`src/rtl/sseg_pkg.sv`:
```
// Shared types and constants for the multiplexed seven-segment scanner.
// Slot phase encoding, blank bus values and the digit-enable helper.
package sseg_pkg;

  typedef enum logic [1:0] {
    PH_BLANK = 2'd0,
    PH_ON    = 2'd1,
    PH_OFF   = 2'd2
  } phase_e;

  localparam logic [7:0] SEG_BLANK = 8'hFF;
  localparam logic [3:0] AN_BLANK  = 4'hF;

  // Active-low enable with only the selected digit low.
  function automatic logic [3:0] an_sel(input logic [1:0] d);
    logic [3:0] v;
    v    = AN_BLANK;
    v[d] = 1'b0;
    return v;
  endfunction

endpackage

```
`src/rtl/sseg_slot_timer.sv`:
```
// Digit-slot timebase: cycle count within a slot plus the digit index.
// slot_wrap is high in the first cycle of every slot (count back at 0).
module sseg_slot_timer #(
  parameter int TICK_DIV = 50000,
  parameter int CW       = 16
) (
  input  logic          clk,
  input  logic          rst_n,
  output logic [CW-1:0] count,
  output logic [1:0]    digit,
  output logic          slot_wrap
);

  logic last;

  assign last      = (count == CW'(TICK_DIV - 1));
  assign slot_wrap = (count == '0);

  // Count cycles in the slot; step to the next digit on wrap.
  always_ff @(posedge clk or negedge rst_n) begin
    if (!rst_n) begin
      count <= '0;
      digit <= 2'd0;
    end else if (last) begin
      count <= '0;
      digit <= digit + 2'd1;
    end else begin
      count <= count + CW'(1);
    end
  end

endmodule

```
`src/rtl/sseg_scan.sv`:
```
// Four-digit seven-segment scanner with anti-ghost blanking and PWM.
// Patterns are latched once per frame; brightness once per slot.
module sseg_scan
  import sseg_pkg::*;
#(
  parameter int TICK_DIV  = 50000,
  parameter int BLANK_CYC = 500
) (
  input  logic       clk_clk,
  input  logic       reset_reset_n,
  input  logic [7:0] sseg0_in,
  input  logic [7:0] sseg1_in,
  input  logic [7:0] sseg2_in,
  input  logic [7:0] sseg3_in,
  input  logic [2:0] bright,
  output logic [7:0] seg_n,
  output logic [3:0] an_n,
  output logic       frame_start
);

  localparam int PWM_STEP = (TICK_DIV - BLANK_CYC) / 8;
  localparam int CW       = $clog2(TICK_DIV);

  logic [CW-1:0]   count;
  logic [1:0]      digit;
  logic            slot_start;
  logic            frame_cap;
  logic [2:0]      b_q;
  logic [2:0]      b_eff;
  logic [3:0][7:0] live;
  logic [3:0][7:0] snap;
  logic [3:0][7:0] snap_eff;
  logic [7:0]      pat;
  logic [CW:0]     cnt_x;
  logic [CW:0]     on_end;
  phase_e          phase;

  sseg_slot_timer #(
    .TICK_DIV (TICK_DIV),
    .CW       (CW)
  ) u_timer (
    .clk       (clk_clk),
    .rst_n     (reset_reset_n),
    .count     (count),
    .digit     (digit),
    .slot_wrap (slot_start)
  );

  assign frame_cap = slot_start && (digit == 2'd0);
  assign live      = {sseg3_in, sseg2_in, sseg1_in, sseg0_in};

  // Capture cycle uses live inputs so a zero blank window still works.
  assign b_eff    = slot_start ? bright : b_q;
  assign snap_eff = frame_cap ? live : snap;
  assign pat      = snap_eff[digit];
  assign cnt_x    = {1'b0, count};

  // ON window length scales with brightness code plus one.
  always_comb begin
    on_end = (CW+1)'(BLANK_CYC + (int'(b_eff) + 1) * PWM_STEP);
  end

  // Decode the phase of the current count.
  always_comb begin
    phase = PH_OFF;
    if (cnt_x < (CW+1)'(BLANK_CYC)) begin
      phase = PH_BLANK;
    end else if (cnt_x < on_end) begin
      phase = PH_ON;
    end
  end

  // Latch brightness per slot and the pattern snapshot per frame.
  always_ff @(posedge clk_clk or negedge reset_reset_n) begin
    if (!reset_reset_n) begin
      b_q  <= 3'd0;
      snap <= {4{SEG_BLANK}};
    end else begin
      if (slot_start) b_q  <= bright;
      if (frame_cap)  snap <= live;
    end
  end

  // Registered display drive and frame marker.
  always_ff @(posedge clk_clk or negedge reset_reset_n) begin
    if (!reset_reset_n) begin
      an_n        <= AN_BLANK;
      seg_n       <= SEG_BLANK;
      frame_start <= 1'b0;
    end else begin
      frame_start <= frame_cap;
      unique case (phase)
        PH_ON: begin
          an_n  <= an_sel(digit);
          seg_n <= pat;
        end
        default: begin
          an_n  <= AN_BLANK;
          seg_n <= SEG_BLANK;
        end
      endcase
    end
  end

endmodule

```
`config.mk`:
```
export PLATFORM = sky130hd
export DESIGN_NAME = sseg_scan
export DESIGN_NICKNAME = d
export VERILOG_FILES = /design/src/rtl/sseg_pkg.sv /design/src/rtl/sseg_slot_timer.sv /design/src/rtl/sseg_scan.sv
export SDC_FILE = /design/constraint.sdc
export NUM_CORES = 1
export LEC_CHECK = 0
export BUFFER_PORTS_ARGS = -buffer_cell sky130_fd_sc_hd__clkbuf_2
export CORE_UTILIZATION = 59
export DETAILED_ROUTE_END_ITERATION = 7
export PLACE_DENSITY = 0.81
export SLEW_MARGIN = 20
export SYNTH_ARGS = -nofsm -noshare
export SYNTH_HDL_FRONTEND = slang
export SYNTH_SLANG_ARGS = --single-unit
```
`constraint.sdc`:
```
create_clock -name clk_clk -period 6.7 [get_ports clk_clk]
set_input_delay 0.335 -clock clk_clk [delete_from_list [all_inputs] [get_ports clk_clk]]
set_output_delay 0.335 -clock clk_clk [all_outputs]
set_load 0.005 [all_outputs]
```
==> results.sh <==
export IMPL_first_global_vias=3211
export IMPL_globalRouteTotalUtil_pct=25.7
export IMPL_tritoncts_clock_tree="yes"
export IMPL_net_switching_power_uw=242
export IMPL_seq_area_frac_synth_pct=41.6
export IMPL_die_w_um=85.4
export IMPL_timing_rr_start="u_timer.count[0]"
export IMPL_run_status="complete, no violations"
export IMPL_cp_required_ns=6.94
export IMPL_maxUsedRoutingLayer="met4"
export IMPL_routed_wirelength_um=8490
export IMPL_netlist_cell_type_count=52
export IMPL_antenna_violating_nets_post_route=0
export IMPL_ff_latch_area_mm2=0.00171
export IMPL_rsz0062_at_grt="false"
export IMPL_rows=30
export IMPL_ys_dominant_reg_cell="dfstp_2"
export IMPL_fin_crit_sh_pct=91.7
export IMPL_yosys_warnings=0
export IMPL_post_cts_hold_buffer_count=0
export IMPL_clockRootBuffer="clkbuf_8"
export IMPL_detail_route_vias_per_cell=6.12
export IMPL_syn_num_nets=459
export IMPL_initial_core_util_pct=60.8
export IMPL_port_buffer_count=49
export IMPL_placement_setup_worst_slack_ns=0.585
export IMPL_p_comb_share_pct=17.3
export IMPL_syn_area_per_cell_um2=10.9
export IMPL_worst_slew_pin_slew_ns=0.782
export IMPL_reg2reg_depth=22
export IMPL_detailedRoute_firstIterationViolations=213
export IMPL_die_height_um=85.4
export IMPL_worst_clock_skew_ns=0.00424
export IMPL_post_drt_wl_per_cell_um=16.4
export IMPL_grt_first_pass_wirelength_um=14400
export IMPL_critical_path_peak_fanout=12
export IMPL_netlist_instances=375
export IMPL_path_clk_slew_ns=0.07
export IMPL_count_of_pins_over_their_slew_limit=0
export IMPL_timing_setup_critical_path_class="reg -> reg"
export IMPL_share_seq_of_total_power_pct=47.0
export IMPL_post_place_cell_area_mm2=0.00446
export IMPL_cts_repair_resized=0
export IMPL_routed_wl_met2_um=4260
export IMPL_post_route_cells_drive_above_1_share_pct=36.4
export IMPL_synthToLayoutAreaGrowth_pct=13.1
export IMPL_grt_start_max_net_pins=67
export IMPL_detail_route_wirelength_met1_um=3670
export IMPL_antenna_cells=0
export IMPL_cellLeakagePower_uw=0.00208
export IMPL_drv_cap=0
export IMPL_setup_violations_final=0
export IMPL_clock_sink_count=66
export IMPL_ys_ff_latch=66
export IMPL_clock_fmax_mhz=163
export IMPL_setup_tns_final_ns=0
export IMPL_globalRouteOverflowTotal=0
export IMPL_grt_antenna_before_repair=0
export IMPL_startpoint_type="flip-flop"
export IMPL_ios=50
export IMPL_ir_worst_vdd_mv=0.165
export IMPL_firstDrtPassIters=4
export IMPL_setup_worst_path_end_class="flip-flop"
export IMPL_r2r_setup_slack_ns=0.55
export IMPL_worstPathArrival_ns=6.39
export IMPL_hpwl_um=6220
export IMPL_nets=516
export IMPL_drcViolationCount=0
export IMPL_final_design_area_no_fill_mm2=0.00464
export IMPL_hp_class="in -> async"
export IMPL_final_period_minus_worst_setup_slack_ns=6.15
export IMPL_internal_power_uw=658
export IMPL_dieArea_mm2=0.00730
export IMPL_fillerInstances=503
export IMPL_vias=3162
export IMPL_synth_enable_flop_cells=0
export IMPL_hold_ws_ns=0.153
export IMPL_multiInputGateArea_mm2=0.00226
export IMPL_gpl_final_weighted_congestion=0.862
export IMPL_final_core_utilization_pct=68.7
export IMPL_worstSkewPairLatency_ns=0.35
export IMPL_power_density_mw_per_mm2=194
export IMPL_synth_async_reset_ratio_pct=100
export IMPL_rel_slew_slack_pct=47.9
export IMPL_power_switching_fraction_pct=26.9
export IMPL_post_route_worst_setup_slack_ns=0.553
export IMPL_r2r_end="seg_n[0]"
export IMPL_clk_path_buf_depth=2
export IMPL_pwr_share_clk_pct=35.8
export IMPL_postCtsSetupBuffers=0
export IMPL_core_mm2=0.00676
export IMPL_hold_violations=0
export IMPL_count_of_h_tree_levels_built_during_cts=3
export IMPL_met3_length_um=391
export IMPL_cts_inserted_buffers=9
export IMPL_synth_cell_area_mm2=0.00411
[critical path: stages, from the launching register on]
cell      delay [ns]
dfrtp_1         0.42
inv_1           0.11
ha_1            0.17
or4b_1          0.48
nor4_4          0.41
mux2_2          0.43
nor2_1          0.51
inv_1           0.26
fa_1            0.59
inv_1           0.05
ha_1            0.27
ha_1            0.35
o21a_1          0.19
o31a_1          0.13
a21o_1          0.18
ha_1            0.30
a21oi_1         0.16
a21oi_1         0.08
a211oi_1        0.18
a31oi_1         0.13
nor3b_2         0.18
buf_4           0.25
o311ai_0        0.19
[area by class of cell]
type / instances / area share [%]
Clock buffer: 11 / 2.83
Clock inverter: 5 / 1.19
Inverter: 26 / 2.10
Multi-Input combinational cell: 274 / 48.7
Sequential cell: 66 / 36.7
Tap cell: 80 / 2.16
Timing Repair Buffer: 55 / 6.25
[Yosys cell counts (all sizes together) (2+ instances only)]
| cell type | n | area, µm² |
|---|---|---|
| nor2 | 21 | 78.8 |
| inv | 26 | 97.6 |
| o21ai | 7 | 35.0 |
| fa | 4 | 80.1 |
| a21o | 3 | 22.5 |
| or3 | 9 | 56.3 |
| nor3 | 5 | 25.0 |
| buf | 5 | 27.5 |
| ha | 43 | 538 |
| mux2i | 3 | 30.0 |
| xor2 | 13 | 114 |
| o311ai | 8 | 108 |
| o22ai | 33 | 206 |
| mux2 | 35 | 394 |
| a21oi | 7 | 35.0 |
| dfrtp | 22 | 551 |
| nand4 | 2 | 12.5 |
| o21a | 2 | 15.0 |
| nand2b | 2 | 12.5 |
| or4 | 3 | 26.3 |
| and3 | 2 | 12.5 |
| nand2 | 24 | 90.1 |
| dfstp | 44 | 1160 |
| nand3b | 2 | 15.0 |
| nor2b | 5 | 31.3 |
| a211oi | 2 | 20.0 |
| clkbuf | 4 | 15.0 |
| a31oi | 2 | 12.5 |
| xnor2 | 10 | 87.6 |
| nand3 | 11 | 55.1 |
| nor4 | 3 | 33.8 |
[sequential cells by signal, summed over array words and instances (netlist names)]
name	count
u_timer.digit	2
snap	32
b_q	3
seg_n	8
an_n	4
frame_start	1
u_timer.count	16
[worst max path at each step]
stage	from	to	slack [ns]	cells after the start
after floorplan	u_timer.count[0]	seg_n[2]	0.66	25
after global placement	u_timer.count[0]	seg_n[0]	0.78	22
after detailed placement	u_timer.count[0]	seg_n[7]	0.59	22
after CTS	u_timer.count[0]	seg_n[0]	0.58	22
after global routing	u_timer.count[0]	seg_n[0]	0.07	29
final	u_timer.count[0]	seg_n[0]	0.55	22
[cells by family (layout without fill, tap and decap cells)]
logic type               count (synthesis)  after routing  share of synthesized area [%]
AO/OA/AOI/OAI                           72             72                           12.8
multiplexers                            38             38                           10.3
flip-flops                              66             66                           41.6
AND/OR/NAND/NOR                         94             94                           11.9
buffers and inverters                   35             97                           3.41
adder cells (fa/ha/maj)                 47             47                           15.1
XOR/XNOR                                23             23                           4.91
[routing by layer]
layer | vias up | track usage, %
met5 | - | 0
met4 | 0 | 10.5
met3 | 16 | 5.74
met2 | 89 | 42.3
met1 | 1583 | 32.9
li1 | 1474 | -
[cells in the final DEF, fill, tap and decap left out, types with 2 or more instances in the layout]
cell,instances
a21o_1,3
a21oi_1,7
a31oi_1,2
and3_1,2
buf_4,6
clkbuf_1,2
clkbuf_2,49
clkbuf_8,9
clkinv_2,2
clkinvlp_4,2
dfrtp_1,22
dfstp_2,44
fa_1,4
ha_1,43
inv_1,25
mux2_2,35
mux2i_1,3
nand2_1,24
nand2b_1,2
nand3_1,11
nand3b_1,2
nand4_1,2
nor2_1,21
nor2b_1,5
nor3_1,5
nor4_1,2
o21a_1,2
o21ai_0,7
o22ai_1,33
o311ai_0,2
o311ai_2,5
or3_1,9
or4_1,2
xnor2_1,10
xor2_1,13
[through the flow]
step | cells | power [µW]
final | 517 | 900
after global routing | 517 | 946
after CTS | 517 | 908
after detailed placement | 501 | 584
after global placement | 501 | 578
after floorplan | 375 | 534
[power by group through the flow]
stage | sequential, µW | combinational (µW) | clock, µW
detailed placement | 429 | 155 | 0
CTS | 422 | 157 | 329
finish | 423 | 155 | 322
global placement | 428 | 149 | 0
global route | 424 | 180 | 342
floorplan | 427 | 106 | 0
(Power assumes the default switching activity.)
